==> src/rtl/alu_pipe_pkg.sv <==
// Shared types and helpers for the alu_pipe ALU: opcode encoding, control
// states and the opcode-validity decode used at the acceptance point.
package alu_pipe_pkg;

    typedef enum logic [2:0] {
        OP_NOP = 3'b000,
        OP_ADD = 3'b001,
        OP_AND = 3'b010,
        OP_XOR = 3'b011,
        OP_MUL = 3'b100,
        OP_SUB = 3'b101,
        OP_RS6 = 3'b110,
        OP_RS7 = 3'b111
    } alu_op_e;

    typedef enum logic [0:0] {
        ST_IDLE  = 1'b0,
        ST_MBUSY = 1'b1
    } state_e;

    // True for opcodes that start real work; NOP and reserved codes are dropped.
    function automatic logic is_valid_op(input logic [2:0] op_v);
        logic valid_v;
        case (op_v)
            3'b001, 3'b010, 3'b011, 3'b100, 3'b101: valid_v = 1'b1;
            default:                                 valid_v = 1'b0;
        endcase
        return valid_v;
    endfunction

endpackage

==> src/rtl/alu_mult_pipe.sv <==
// Unsigned WIDTH x WIDTH multiplier with MULT_LAT-1 register levels in front
// of the consumer: captured operands, then product balancing stages.
// MULT_LAT=1 degenerates to a purely combinational product of the live inputs.
module alu_mult_pipe
    import alu_pipe_pkg::*;
#(
    parameter int WIDTH    = 8,
    parameter int MULT_LAT = 3
) (
    input  logic                 clk,
    input  logic                 rst_n,
    input  logic                 flush_i,
    input  logic                 load_i,
    input  logic [WIDTH-1:0]     a_i,
    input  logic [WIDTH-1:0]     b_i,
    output logic [2*WIDTH-1:0]   prod_o
);

    if (MULT_LAT == 1) begin : g_comb
        logic unused_s;
        assign unused_s = ^{clk, rst_n, flush_i, load_i};
        assign prod_o   = {{WIDTH{1'b0}}, a_i} * {{WIDTH{1'b0}}, b_i};
    end else begin : g_pipe
        logic [WIDTH-1:0]   a_q;
        logic [WIDTH-1:0]   b_q;
        logic [2*WIDTH-1:0] mult_s;

        // Operand capture on accepted MUL; flush clears so no stale product survives.
        always_ff @(posedge clk or negedge rst_n) begin
            if (!rst_n) begin
                a_q <= {WIDTH{1'b0}};
                b_q <= {WIDTH{1'b0}};
            end else if (flush_i) begin
                a_q <= {WIDTH{1'b0}};
                b_q <= {WIDTH{1'b0}};
            end else if (load_i) begin
                a_q <= a_i;
                b_q <= b_i;
            end else begin
                a_q <= a_q;
                b_q <= b_q;
            end
        end

        assign mult_s = {{WIDTH{1'b0}}, a_q} * {{WIDTH{1'b0}}, b_q};

        if (MULT_LAT == 2) begin : g_nostage
            assign prod_o = mult_s;
        end else begin : g_stages
            logic [2*WIDTH-1:0] stage_q [MULT_LAT-2];

            // Balancing shift register so the product arrives on the completion edge.
            always_ff @(posedge clk or negedge rst_n) begin
                if (!rst_n) begin
                    for (int i = 0; i < MULT_LAT - 2; i++) stage_q[i] <= {2*WIDTH{1'b0}};
                end else if (flush_i) begin
                    for (int i = 0; i < MULT_LAT - 2; i++) stage_q[i] <= {2*WIDTH{1'b0}};
                end else begin
                    stage_q[0] <= mult_s;
                    for (int i = 1; i < MULT_LAT - 2; i++) stage_q[i] <= stage_q[i-1];
                end
            end

            assign prod_o = stage_q[MULT_LAT-3];
        end
    end

endmodule

==> src/rtl/alu_pipe.sv <==
// Parametrised ALU with ready/start/done handshake. ADD/AND/XOR/SUB complete
// in one cycle; MUL goes through alu_mult_pipe and holds the block busy until
// the product lands, unless aborted.
module alu_pipe
    import alu_pipe_pkg::*;
#(
    parameter int WIDTH    = 8,
    parameter int MULT_LAT = 3
) (
    input  logic                 clk,
    input  logic                 reset_n,
    input  logic [WIDTH-1:0]     A,
    input  logic [WIDTH-1:0]     B,
    input  logic [2:0]           op,
    input  logic                 start,
    input  logic                 abort,
    output logic                 ready,
    output logic                 done,
    output logic [2*WIDTH-1:0]   result
);

    // Counter holds the busy edges remaining before the completion edge.
    localparam int   CW        = (MULT_LAT > 2) ? $clog2(MULT_LAT) : 1;
    localparam int   CNT_LOAD  = (MULT_LAT > 2) ? (MULT_LAT - 2) : 0;
    localparam logic MUL_MULTI = (MULT_LAT > 1);

    state_e             state_q, state_d;
    logic [CW-1:0]      cnt_q, cnt_d;
    logic               done_q, done_d;
    logic [2*WIDTH-1:0] result_q, result_d;

    alu_op_e            op_s;
    logic               ready_s;
    logic               accept_s;
    logic               mul_multi_s;
    logic               flush_s;
    logic               load_s;
    logic [WIDTH:0]     sub_s;
    logic [2*WIDTH-1:0] alu_res_s;
    logic [2*WIDTH-1:0] mult_prod_s;

    assign op_s        = alu_op_e'(op);
    assign accept_s    = start && ready_s && is_valid_op(op);
    assign mul_multi_s = accept_s && (op_s == OP_MUL) && MUL_MULTI;
    assign load_s      = accept_s && (op_s == OP_MUL);
    assign flush_s     = (state_q == ST_MBUSY) && abort;
    // Extra top bit of the difference is exactly the borrow (A < B).
    assign sub_s       = {1'b0, A} - {1'b0, B};

    alu_mult_pipe #(
        .WIDTH    (WIDTH),
        .MULT_LAT (MULT_LAT)
    ) u_mult (
        .clk     (clk),
        .rst_n   (reset_n),
        .flush_i (flush_s),
        .load_i  (load_s),
        .a_i     (A),
        .b_i     (B),
        .prod_o  (mult_prod_s)
    );

    // Single-cycle datapath, zero-extended to the full result width.
    always_comb begin
        alu_res_s = {2*WIDTH{1'b0}};
        case (op_s)
            OP_ADD:  alu_res_s = {{WIDTH{1'b0}}, A} + {{WIDTH{1'b0}}, B};
            OP_AND:  alu_res_s = {{WIDTH{1'b0}}, A & B};
            OP_XOR:  alu_res_s = {{WIDTH{1'b0}}, A ^ B};
            OP_SUB:  alu_res_s = {{(WIDTH-1){1'b0}}, sub_s};
            OP_MUL:  alu_res_s = mult_prod_s;
            default: alu_res_s = {2*WIDTH{1'b0}};
        endcase
    end

    // State, counter and registered outputs.
    always_ff @(posedge clk or negedge reset_n) begin
        if (!reset_n) begin
            state_q  <= ST_IDLE;
            cnt_q    <= {CW{1'b0}};
            done_q   <= 1'b0;
            result_q <= {2*WIDTH{1'b0}};
        end else begin
            state_q  <= state_d;
            cnt_q    <= cnt_d;
            done_q   <= done_d;
            result_q <= result_d;
        end
    end

    // Next-state: enter MBUSY on a multi-cycle MUL, leave on abort or count expiry.
    always_comb begin
        state_d = state_q;
        cnt_d   = cnt_q;
        case (state_q)
            ST_IDLE: begin
                if (mul_multi_s) begin
                    state_d = ST_MBUSY;
                    cnt_d   = CW'(CNT_LOAD);
                end else begin
                    state_d = ST_IDLE;
                    cnt_d   = {CW{1'b0}};
                end
            end
            ST_MBUSY: begin
                if (abort) begin
                    state_d = ST_IDLE;
                    cnt_d   = {CW{1'b0}};
                end else if (cnt_q == {CW{1'b0}}) begin
                    state_d = ST_IDLE;
                    cnt_d   = {CW{1'b0}};
                end else begin
                    state_d = ST_MBUSY;
                    cnt_d   = cnt_q - {{(CW-1){1'b0}}, 1'b1};
                end
            end
            default: begin
                state_d = ST_IDLE;
                cnt_d   = {CW{1'b0}};
            end
        endcase
    end

    // Outputs: ready decodes state; done/result next values for the registers.
    always_comb begin
        ready_s  = (state_q == ST_IDLE);
        done_d   = 1'b0;
        result_d = result_q;
        case (state_q)
            ST_IDLE: begin
                if (accept_s && !mul_multi_s) begin
                    done_d   = 1'b1;
                    result_d = alu_res_s;
                end else begin
                    done_d   = 1'b0;
                    result_d = result_q;
                end
            end
            ST_MBUSY: begin
                if (!abort && (cnt_q == {CW{1'b0}})) begin
                    done_d   = 1'b1;
                    result_d = mult_prod_s;
                end else begin
                    done_d   = 1'b0;
                    result_d = result_q;
                end
            end
            default: begin
                done_d   = 1'b0;
                result_d = result_q;
            end
        endcase
    end

    assign ready  = ready_s;
    assign done   = done_q;
    assign result = result_q;

endmodule
==> config.mk <==
export PLATFORM = sky130hd
export DESIGN_NAME = alu_pipe
export DESIGN_NICKNAME = d
export VERILOG_FILES = /design/src/rtl/alu_pipe_pkg.sv /design/src/rtl/alu_mult_pipe.sv /design/src/rtl/alu_pipe.sv
export SDC_FILE = /design/constraint.sdc
export NUM_CORES = 1
export LEC_CHECK = 0
export ABC_AREA = 1
export CORE_MARGIN = 10
export CORE_UTILIZATION = 40
export CTS_CLUSTER_DIAMETER = 150
export DETAILED_ROUTE_END_ITERATION = 6
export HOLD_SLACK_MARGIN = 0.12
export SETUP_SLACK_MARGIN = 0.2
export SYNTH_ARGS = -nofsm -noshare
export SYNTH_HDL_FRONTEND = slang
export SYNTH_SLANG_ARGS = --single-unit
export TNS_END_PERCENT = 30
==> constraint.sdc <==
create_clock -name clk -period 3.9 [get_ports clk]
set_input_delay 0.975 -clock clk [delete_from_list [all_inputs] [get_ports clk]]
set_output_delay 0.975 -clock clk [all_outputs]
set_load 0.01 [all_outputs]
# Word-level counts from Yosys, hierarchy flattened
# Cells that the tools add are included.
[word_totals]
out_inout_bits = 18
inputBits = 23
regBits = 52
elab_cells = 54
[op_classes]
reduce_logical = 12
n_eq_ne = 7
n_addsub = 3
bitwise_logic = 3
mux = 21
mul = 1
[ops]
columns = ["operator", "count"]
rows = [
  ["16-bit case mux with 5 select lines", 1],
  ["16-bit 2-to-1 mux", 3],
  ["8-bit 2-to-1 mux", 4],
  ["16-bit case mux with 2 select lines", 1],
  ["8-bit by 8-bit multiplier with 16-bit output", 1],
  ["8-bit by 8-bit adder with 9-bit output", 1],
  ["8-bit by 8-bit subtractor with 9-bit output", 1],
  ["8-bit AND", 1],
  ["8-bit XOR", 1],
  ["1-bit 2-to-1 mux", 7],
  ["3-bit by 2-bit == test with 1-bit output, second input constant", 2],
  ["3-bit == test, second input constant", 2],
  ["1-bit logical AND", 6],
  ["5-bit OR reduction", 1],
  ["2-bit 2-to-1 mux", 2],
  ["2-bit by 1-bit inequality test with 1-bit output, second input constant", 2],
  ["1-bit case mux with 2 select lines", 2],
  ["2-bit case mux with 2 select lines", 1],
  ["3-bit by 1-bit == test with 1-bit output, second input constant", 1],
  ["1-bit logical NOT", 2],
  ["2-bit logical NOT", 1],
  ["2-bit AND reduction", 1],
  ["2-bit nonzero test", 1],
  ["2-bit by 1-bit subtractor with 2-bit output, second input constant", 1],
  ["1-bit NOT", 1],
]

# Logic depth before layout (Yosys ltp)
# Gate-level depths: netlist (run 1).
[depth]
depth_word = 9
ltp_mapped = 19
depth_no_buf = 18

# Hierarchy
# From an unflattened synthesis (run 1), not the netlist that was laid out.
[hier_totals]
cells_unflattened = 747
hier_area_um2 = 5326.4
[by_module_without_submodules]
columns = ["module", "area_each_um2", "seq_area_each_um2", "n_inst", "cells_per_inst"]
rows = [
  ["alu_mult_pipe", 3567.2, 800.8, 1, 486],
  ["alu_pipe", 1759.2, 500.5, 1, 261],
]

# Least setup slack after synthesis (run 1)
# Ideal clock, no wire load.
[synth_timing]
path_type = "flip-flop to flip-flop"
from = "register u_mult.g_pipe.b_q[7]"
to = "register u_mult.g_pipe.g_stages.stage_q (netlist bit u_mult.prod_o[10])"
required_ns = 3.829
setup_ns = 0.071
n_path_buf = 1
path_stages_with_launch = 18
period_less_slack_ns = 3.994
slack_ns = -0.094
arrival_time_ns = 3.923
cell_sequence = "dfrtp_1 -> clkbuf_1 -> nand2_1 -> fa_1 -> fa_1 -> inv_1 -> fa_1 -> inv_1 -> fa_1 -> inv_1 -> ha_1 -> a21oi_1 -> o21ai_0 -> a21oi_1 -> o21bai_1 -> nand2_1 -> nand2_1 -> nor2_1"
[synth_via]
elab_chain_len = 2
[synth_lines]
columns = ["element", "line", "source"]
rows = [
  ["start: declaration", "alu_mult_pipe.sv:25", "logic [WIDTH-1:0] b_q;"],
  ["start signal: assignment", "alu_mult_pipe.sv:32", "b_q <= {WIDTH{1'b0}};"],
  ["start signal: assignment", "alu_mult_pipe.sv:35", "b_q <= {WIDTH{1'b0}};"],
  ["start signal: assignment", "alu_mult_pipe.sv:38", "b_q <= b_i;"],
  ["8-bit by 8-bit multiplier with 16-bit output", "alu_mult_pipe.sv:45", "assign mult_s = {{WIDTH{1'b0}}, a_q} * {{WIDTH{1'b0}}, b_q};"],
  ["16-bit 2-to-1 mux", "alu_mult_pipe.sv:56", "end else if (flush_i) begin"],
  ["end: declaration", "alu_mult_pipe.sv:50", "logic [2*WIDTH-1:0] stage_q [MULT_LAT-2];"],
]
# Every way passes these cells.
# A chain may end at the register's enable or synchronous reset.

# Worst setup path in the final report (run 1)
[layout_timing]
from = "register u_mult.g_pipe.b_q[6]"
to = "register u_mult.g_pipe.g_stages.stage_q (netlist bit u_mult.prod_o[11])"
# Same word-level chain as after synthesis.

==> results of run 1 <==
per-stage QoR:
stage | area, µm² | total power, mW
global route | 6400 | 3.00
detailed placement | 5950 | 2.10
floorplan | 5310 | 1.70
CTS | 6350 | 2.73
global placement | 5950 | 2.08
finish | 6400 | 2.75
report_power, final:
part           switching (mW)  total (mW)  internal [mW]
Clock                   0.202       0.441          0.240
Sequential              0.120       0.788          0.668
Combinational           0.839        1.52          0.680
layer usage:
| layer | GRT usage (%) | vias up | part of all wire [%] |
|---|---|---|---|
| li1 | - | 2266 | - |
| met3 | 2.52 | 9 | 4.7 |
| met1 | 22.1 | 2085 | 49 |
| met5 | 0 | - | 0 |
| met4 | 2.30 | 0 | 0.79 |
| met2 | 25.1 | 102 | 45 |
critical path: cells and delay by family, from the launching register on:
family                   cells  cell delay, ns
buffers and inverters        4            0.27
AO/OA/AOI/OAI                3            0.38
flip-flops                   1            0.47
AND/OR/NAND/NOR              5            0.32
adder cells (fa/ha/maj)      5            2.28
sequential cells by signal, summed over array words and instances (netlist names):
signal / count
u_mult.g_pipe.b_q: 8
u_mult.prod_o: 16
result: 16
cnt_q: 2
u_mult.g_pipe.a_q: 8
state_q: 1
done: 1
layout make-up:
cell class,instances,area (µm²),area share (%)
inverters,151,572,8.93
clock inverters,2,16.3,0.254
clock buffers,6,129,2.01
multi-input cells,468,3400,53.2
repair buffers,84,749,11.7
flip-flops and latches,52,1320,20.5
well taps,172,215,3.36
layout by cell type, fill, tap and decap left out, types with 4 or more instances in the layout:
master,instances
a22oi_1,4
nand4_1,6
clkbuf_16,5
a21oi_2,5
xor2_1,8
nand3_1,55
nand2_4,7
nand2_2,7
ha_1,46
nor2_1,39
buf_4,40
dfrtp_2,11
fa_2,4
nand2_1,171
inv_1,144
a21oi_1,17
dfrtp_1,41
inv_2,5
o21ai_0,14
ha_4,6
nor2_4,4
fa_1,33
o21bai_1,4
clkdlybuf4s50_1,39
o21ai_1,6
cells by family after synthesis:
logic type | Yosys count | synth area share, %
flops | 52 | 25.2
compound gates | 69 | 7.99
fa+ha+maj | 90 | 27.2
xor+xnor | 11 | 1.87
simple gates | 298 | 24.3
buf+inv | 174 | 13.4
repair_timing:
action	in CTS	in global routing
gates resized for setup	38	15
setup buffers	17	0
endpoints found under the setup margin	10	10
pin swaps	35	20
final timing paths:
check | startpoint | end | slack (ns) | cells past startpoint
worst max-delay path | u_mult.g_pipe.b_q[6]$_DFFE_PN0P_ | u_mult.prod_o[11]$_DFF_PN0_ | 0.07 | 17
worst min-delay path | u_mult.prod_o[2]$_DFF_PN0_ | result[2]$_DFFE_PN0P_ | 0.46 | 2
worst max register to register | u_mult.g_pipe.b_q[6]$_DFFE_PN0P_ | u_mult.prod_o[11]$_DFF_PN0_ | 0.07 | 17
worst min register to register | u_mult.prod_o[2]$_DFF_PN0_ | result[2]$_DFFE_PN0P_ | 0.46 | 2
max in group asynchronous | reset_n | u_mult.g_pipe.b_q[6]$_DFFE_PN0P_ | 2.42 | 2
min in group asynchronous | reset_n | cnt_q[1]$_DFF_PN0_ | 0.68 | 1
==> metrics.csv, run 1 <==
stage,metric,value,unit
final_layout,Finished Core Util,50.7,%
final_layout,fraction of layout cells with a size suffix above 1,15.2,%
final_layout,Area Overhead vs Synth,24.2,%
clock_tree,clk slew on worst S/H paths,0.07,ns
floorplan,die extent in y,134,µm
route,final WL,13.4,mm
global_route,Overall Global Routing Usage,15.7,%
floorplan,Die W,134,µm
setup_path,slowest CP cell,fa_2,
timing,setup TNS,0,ns
clock_tree,worst-skew pair later-pin latency,0.29,ns
placed_design,GP Congestion,0.926,
logic_synthesis,Post-synth EDFFs,0,
floorplan,FP Rows,41,
timing,clk_skew,0.00775,ns
route,post-route ant nets,0,
timing,Worst Tran Pin Value,0.830,ns
pwr,Power Density,429,nW/µm²
logic_synthesis,syn_area_per_cell,7.43,µm²
timing,Max-slew headroom,44.5,%
floorplan,total core area,12600,µm²
clock_tree,H-Tree Depth,2,
route,vias per cell,4.77,
clock_tree,Hold Buf Count CTS,0,
route,Pre-Repair DR Iteration Count,7,
logic_synthesis,dominant cells by area after synthesis,"dfrtp_1 (25%), fa_1 (14%), nand2_1 (13%), ha_1 (13%), inv_1 (11%)",
final_layout,Finished Layout Cells,935,
placed_design,dpl hpwl,11.1,mm
placed_design,quantity of I/O buffers inserted on ports,40,
global_route,vias in the first global route,4553,
logic_synthesis,Post-Synthesis Cells,694,
setup_path,Required @ worst endpoint,4.08,ns
logic_synthesis,"Top FF cell, synth",dfrtp_1,
route,DR WL/cell,14.4,µm
logic_synthesis,Yosys cell types,36,
logic_synthesis,post-synth top area share,25.2,%
floorplan,I/O pins,41,
global_route,initial antenna violation count,0,
clock_tree,TritonCTS clock tree,yes,
flow_run,Max-Cap Viols,0,
pwr,Max VDD drop,0.280,mV
timing,Fin. Hold Viols,0,
placed_design,dpl ws,-0.0592,ns
setup_path,"Largest stage delay, worst path",0.54,ns
logic_synthesis,syn_nets,807,
hold_path,Worst Hold Class,register to register,
clock_tree,CTS Buf Count,5,
timing,Fin Hold WS,0.465,ns
timing,Peak Freq,261,MHz
floorplan,Die Footprint,17800,µm²
logic_synthesis,Synth Cell Area,5150,µm²
global_route,grt ovf,0,
logic_synthesis,register area share after synthesis,25.2,%
status,outcome,finished clean,
setup_path,crit path cell chain,buf_6 -> nand2_4 -> inv_4 -> fa_2 -> fa_2 -> fa_1 -> inv_1 -> fa_1 -> inv_2 -> ha_4 -> nand2_4 -> o21ai_4 -> a21oi_2 -> o21bai_1 -> nand2_1 -> nand2_1 -> nor2_1,
global_route,largest net degree at the start of global routing,28,
global_route,first-pass GRT wire length,23.3,mm
timing,post-route minimum period,3.83,ns
timing,count of pins over their slew limit,0,
setup_path,Critical Path Start Type,register,
timing,Final Setup Violations,0,
logic_synthesis,"FFs w/ async S/R, synth",100,%
setup_path,WP data arrival,4.02,ns
clock_tree,root buf cell,clkbuf_16,
logic_synthesis,YS warnings,0,
final_layout,Final #Nets,875,
floorplan,Initial Util,40.8,%
clock_tree,CTS Buffer Depth,2,
setup_path,Worst Setup End Kind,register,
logic_synthesis,commonest cells in the netlist,"nand2_1 (181), inv_1 (148), nand3_1 (55)",
placed_design,post-placement cell count,910,
timing,Final Cycle Share,98.3,%
final_layout,# fillers,1276,
setup_path,Max Fanout on Critical Path,6,
logic_synthesis,#FFs+latches synth,52,
logic_synthesis,most numerous cell in the Yosys netlist,nand2_1,
route,via count,4462,
route,DRC,0,
pwr,Static Leak,3.68,nW
clock_tree,TritonCTS Sinks,52,
final_layout,# diodes,0,
timing,final worst slack,0.0654,ns
route,initial DRC count,256,
logic_synthesis,"area leader, netlist",dfrtp_1,
setup_path,worst setup path category,register to register,
timing,RSZ-0062 raised after global routing,true,
(Power assumes the default switching activity.)
==> run 2, diff against run 1 <==
Settings changed: CORE_UTILIZATION 40 to 54, PLACE_DENSITY set to 0.78.
==> run 2 against run 1 <==
Compared with the run above: clock power is 23% lower; critical endpoint unchanged; die area fell by 22%; largest power group unchanged; setup slack better by 0.010 ns; cell count down 5.6%; clock skew rose by 0.0033 ns.
==> metrics.csv, run 2 (synthesis results as in run 1) <==
stage,metric,value,unit
timing,Final Cycle Share,98.1,%
floorplan,Die W,118,µm
clock_tree,H-Tree Depth,2,
clock_tree,root buf cell,clkbuf_8,
placed_design,dpl hpwl,10.6,mm
setup_path,slowest CP cell,fa_1,
setup_path,most frequent cell on the critical path,fa_1,
timing,Peak Freq,261,MHz
route,Pre-Repair DR Iteration Count,4,
route,M1 WL,5.61,mm
global_route,grt ovf,0,
global_route,first-pass GRT wire length,22.3,mm
final_layout,"leading cell type in the layout, fill and taps excluded",nand2_1,
setup_path,flop2flop setup slack,0.08,ns
timing,setup TNS,0,ns
final_layout,fraction of layout cells with a size suffix above 1,14.9,%
setup_path,Required @ worst endpoint,4.10,ns
clock_tree,clk slew on worst S/H paths,0.11,ns
pwr,Max VDD drop,0.211,mV
flow_run,Max-Cap Viols,0,
route,initial DRC count,282,
route,final WL,13.2,mm
global_route,Overall Global Routing Usage,18.9,%
timing,Final Setup Violations,0,
timing,clk_skew,0.0111,ns
route,DRC,0,
status,outcome,finished clean,
final_layout,# diodes,0,
placed_design,quantity of I/O buffers inserted on ports,40,
route,via count,4605,
setup_path,Max Fanout on Critical Path,6,
final_layout,most frequent cells in the layout,"nand2_1 (169), inv_1 (141), nand3_1 (53)",
clock_tree,TritonCTS Sinks,52,
pwr,Power Density,432,nW/µm²
placed_design,dpl ws,-0.0948,ns
setup_path,"Largest stage delay, worst path",0.50,ns
global_route,vias in the first global route,4727,
hold_path,Worst Hold Class,register to register,
global_route,initial antenna violation count,0,
final_layout,Area Overhead vs Synth,20.1,%
timing,Fin. Hold Viols,0,
timing,Max-slew headroom,27.0,%
timing,final worst slack,0.0754,ns
route,met2 wire len,6.64,mm
route,post-route ant nets,0,
pwr,Static Leak,3.61,nW
setup_path,r2r startpoint,u_mult.g_pipe.a_q[2]$_DFFE_PN0P_,
setup_path,Worst Setup End Kind,register,
floorplan,total core area,9280,µm²
setup_path,worst setup path startpoint,u_mult.g_pipe.a_q[2]$_DFFE_PN0P_,
route,vias per cell,5.22,
setup_path,Critical Path Start Type,register,
placed_design,GP Congestion,0.906,
global_route,largest net degree at the start of global routing,53,
setup_path,WP data arrival,4.03,ns
setup_path,crit path cell chain,buf_6 -> nand2_2 -> fa_1 -> fa_1 -> inv_1 -> fa_1 -> inv_2 -> fa_1 -> inv_2 -> ha_4 -> nand2_4 -> o21ai_4 -> a21oi_2 -> o21bai_1 -> nand2_1 -> nand2_1 -> nor2_1,
floorplan,Die Footprint,13900,µm²
setup_path,CP top delay family,adder cells,
final_layout,Final #Nets,866,
floorplan,FP Rows,35,
setup_path,Crit Reg-Reg Endpoint,u_mult.prod_o[11]$_DFF_PN0_,
route,highest metal used,met4,
setup_path,worst setup path category,register to register,
clock_tree,CTS Buf Count,5,
floorplan,I/O pins,41,
timing,count of pins over their slew limit,0,
timing,RSZ-0062 raised after global routing,true,
setup_path,CP Depth,17,
floorplan,die extent in y,118,µm
setup_path,Worst Reg-to-Reg Cells,17,
clock_tree,TritonCTS clock tree,yes,
setup_path,Bufs and invs on worst path,4,
clock_tree,worst-skew pair later-pin latency,0.31,ns
setup_path,Setup crit end,u_mult.prod_o[11]$_DFF_PN0_,
timing,post-route minimum period,3.82,ns
floorplan,Initial Util,55.5,%
clock_tree,CTS Buffer Depth,2,
route,DR WL/cell,14.9,µm
route,met3 wire length,685,µm
timing,Worst Tran Pin Value,1.09,ns
-- run 2: worst min-delay path, delay by kind of cell (launching register included) --
family	cells	cell delay, ns
simple gates	2	0.12
flops	1	0.34
-- run 2: worst min path at each step --
stage | from | to | slack (ns) | cells after the start
2_1_floorplan | u_mult.prod_o[2]$_DFF_PN0_ | result[2]$_DFFE_PN0P_ | 0.44 | 2
3_3_place_gp | u_mult.prod_o[12]$_DFF_PN0_ | result[12]$_DFFE_PN0P_ | 0.45 | 2
3_5_place_dp | u_mult.prod_o[12]$_DFF_PN0_ | result[12]$_DFFE_PN0P_ | 0.46 | 2
4_1_cts | u_mult.prod_o[14]$_DFF_PN0_ | result[14]$_DFFE_PN0P_ | 0.49 | 2
5_1_grt | u_mult.prod_o[14]$_DFF_PN0_ | result[14]$_DFFE_PN0P_ | 0.50 | 2
6_report | u_mult.prod_o[12]$_DFF_PN0_ | result[12]$_DFFE_PN0P_ | 0.48 | 2
-- run 2: power breakdown --
| group | internal [mW] | switching [mW] | total [mW] |
|---|---|---|---|
| Sequential | 0.667 | 0.120 | 0.788 |
| Clock | 0.131 | 0.209 | 0.340 |
| Combinational | 0.695 | 0.851 | 1.55 |
| Total | 1.49 | 1.18 | 2.67 |
-- run 2: cell type report --
type                    count  area [µm²]
inverters                 151         569
clock buffers               5        68.8
repair buffers             75         659
well taps                 129         161
flip-flops and latches     52        1320
multi-input cells         468        3390
clock inverters             3        26.3
fillers                   825        3090
-- run 2: metrics by stage --
step	std cells	cell area, µm²	total power [mW]	utilization (%)	hold WS [ns]
2_1_floorplan	694	5310	1.70	-	0.442
3_3_place_gp	858	5830	2.06	62.8	0.452
6_report	883	6190	2.67	66.7	0.481
3_5_place_dp	858	5830	2.09	62.8	0.457
5_1_grt	883	6190	2.90	66.7	0.502
4_1_cts	880	6120	2.60	65.9	0.486
-- run 2: timing repair --
item / CTS / global route
hold buffers: 0 / 0
buffers inserted: 14 / 3
gates resized for setup: 34 / 21
pin swaps: 26 / 29
endpoints found under the setup margin: 9 / 9
-- run 2: per-layer routing --
metal	vias to the layer above	track usage [%]
li1	2249	-
met2	121	34.1
met5	-	0
met4	0	4.40
met3	18	3.60
met1	2217	22.6
==> run 3, diff against run 2 <==
Settings changed: CORE_ASPECT_RATIO set to 1.5.
==> run 3 against run 2 <==
Compared with the run above: die area is 0.59% higher; global-route usage rose by 1.3 points; sequential power grew 2%; critical path depth did not move; total power increased by 6.4%; cell count decreased by 1.6%; first-iteration DRC count decreased by 11%; setup slack gained 0.00086 ns; worst hold slack got worse by 0.0044 ns; sequential share of layout area shrank 0.31 points; non-clock buffer count rose by 3; largest cell class unchanged; clock skew shrank 0.0018 ns.
==> metrics.csv, run 3 (synthesis results as in run 1) <==
stage,metric,value,unit
status,outcome,finished clean,
floorplan,total core area,9310,µm²
timing,Max-slew headroom,61.7,%
route,via count,4756,
flow_run,Max-Cap Viols,0,
hold_path,hold path cells,2,
timing,Fin. Hold Viols,0,
route,vias per cell,5.47,
final_layout,cell area after layout,6280,µm²
clock_tree,CTS Buffer Depth,2,
setup_path,Bufs and invs on worst path,4,
timing,Final Cycle Share,98.0,%
clock_tree,worst-skew pair later-pin latency,0.30,ns
setup_path,worst setup path startpoint,u_mult.g_pipe.b_q[2]$_DFFE_PN0P_,
global_route,initial antenna violation count,0,
final_layout,Area Overhead vs Synth,21.8,%
route,DR WL/cell,16.3,µm
floorplan,die extent in y,140,µm
route,post-route ant nets,0,
floorplan,Die W,99.8,µm
placed_design,dpl hpwl,11.2,mm
global_route,largest net degree at the start of global routing,28,
placed_design,Post-DP Area,5840,µm²
clock_tree,TritonCTS Sinks,52,
pwr,Internal,1.64,mW
floorplan,I/O pins,41,
route,final WL,14.1,mm
timing,Worst Tran Pin Value,0.571,ns
final_layout,fraction of layout cells with a size suffix above 1,16.0,%
pwr,switching pwr,1.20,mW
floorplan,FP Rows,43,
pwr,Clk pwr share,15.9,%
pwr,switch share,42.2,%
pwr,Max VDD drop,0.339,mV
timing,Peak Freq,262,MHz
setup_path,Critical Path Start Type,register,
setup_path,Worst Setup End Kind,register,
final_layout,# diodes,0,
global_route,first-pass GRT wire length,23.0,mm
setup_path,Max Fanout on Critical Path,5,
floorplan,Die Footprint,13900,µm²
setup_path,worst setup path category,register to register,
setup_path,r2r startpoint,u_mult.g_pipe.b_q[2]$_DFFE_PN0P_,
pwr,combinational share of power,55.9,%
pwr,Flop pwr share,28.1,%
final_layout,most frequent cells in the layout,"nand2_1 (169), inv_1 (137), nand3_1 (54)",
hold_path,worst hold start,result[9]$_DFFE_PN0P_,
timing,clk_skew,0.00926,ns
timing,post-route minimum period,3.82,ns
route,DRC,0,
global_route,Overall Global Routing Usage,20.3,%
clock_tree,CTS Buf Count,5,
final_layout,"leading cell type in the layout, fill and taps excluded",nand2_1,
setup_path,slowest CP cell,fa_1,
route,initial DRC count,252,
final_layout,Final #Nets,869,
placed_design,GP Congestion,0.965,
pwr,total power,2.85,mW
global_route,vias in the first global route,4847,
clock_tree,clk slew on worst S/H paths,0.07,ns
pwr,Static Leak,3.65,nW
setup_path,crit path cell chain,buf_6 -> nand2_4 -> fa_1 -> fa_1 -> inv_2 -> fa_1 -> inv_2 -> fa_1 -> inv_2 -> ha_4 -> nand2_4 -> o21ai_4 -> a21oi_2 -> o21bai_1 -> nand2_1 -> nand2_1 -> nor2_1,
setup_path,most frequent cell on the critical path,fa_1,
setup_path,WP data arrival,4.02,ns
timing,Final Setup Violations,0,
clock_tree,H-Tree Depth,2,
setup_path,Worst Reg-to-Reg Cells,17,
timing,RSZ-0062 raised after global routing,true,
clock_tree,Hold Buf Count CTS,0,
clock_tree,TritonCTS clock tree,yes,
global_route,grt ovf,0,
setup_path,"Largest stage delay, worst path",0.52,ns
clock_tree,root buf cell,clkbuf_16,
pwr,Power Density,453,nW/µm²
setup_path,CP top delay family,adder cells,
route,Pre-Repair DR Iteration Count,5,
hold_path,Worst Hold Class,register to register,
timing,count of pins over their slew limit,0,
setup_path,flop2flop setup slack,0.08,ns
floorplan,Initial Util,55.4,%
setup_path,CP Depth,17,
placed_design,quantity of I/O buffers inserted on ports,40,
setup_path,Required @ worst endpoint,4.10,ns
-- run 3: through the flow --
step                TNS [ns]  setup slack (ns)  hold slack, ns  std cells  util [%]
finish                     0            0.0762           0.477        869      67.5
global route          -0.328           -0.0954           0.505        869      67.5
CTS                        0            0.0786           0.480        866      66.2
detailed placement    -0.210           -0.0771           0.465        845      62.7
global placement    -0.00659          -0.00659           0.446        845      62.7
floorplan                  0             0.198           0.442        694         -
-- run 3: repair_timing --
action,4_1_cts,5_1_grt
pin swaps,35,42
buffers inserted,13,3
resized for setup,34,31
cloned,0,0
endpoints found under the setup margin,9,11
-- run 3: routing by layer --
metal	part of all wire, %	global-route usage (%)	vias to the layer above
met5	0	0	-
met4	4.7	12.0	0
met3	3.8	2.33	35
met2	54	36.5	153
met1	38	21.8	2315
li1	-	-	2253
-- run 3: path summary, 6_finish.rpt --
path / end
max in group asynchronous: u_mult.g_pipe.b_q[5]$_DFFE_PN0P_
min: result[9]$_DFFE_PN0P_
max reg2reg: u_mult.prod_o[11]$_DFF_PN0_
min reg2reg: result[9]$_DFFE_PN0P_
max: u_mult.prod_o[11]$_DFF_PN0_
min in group asynchronous: result[11]$_DFFE_PN0P_
-- run 3: power groups by stage --
stage                     Clock, mW  Combinational (mW)  Sequential [mW]
after global routing          0.473                1.78            0.814
final                         0.454                1.59            0.801
after CTS                     0.460                1.49            0.792
after floorplan                   0               0.981            0.722
after detailed placement          0                1.33            0.792
after global placement            0                1.31            0.795
-- run 3: final cells by class --
class                      instances  area [µm²]
clock buffer                       7         143
clock inverter                     1        7.51
fill                             784        3030
inverter                         151         569
multi-input combinational        468        3400
sequential                        52        1320
tap                              112         140
timing repair buffer              78         699
-- run 3: worst reg2reg max path, stage by stage, from the launching register on --
cell      delay [ns]
dfrtp_2         0.45
buf_6           0.13
nand2_4         0.05
fa_1            0.48
fa_1            0.52
inv_2           0.04
fa_1            0.49
inv_2           0.04
fa_1            0.49
inv_2           0.05
ha_4            0.31
nand2_4         0.08
o21ai_4         0.14
a21oi_2         0.06
o21bai_1        0.21
nand2_1         0.07
nand2_1         0.06
nor2_1          0.05
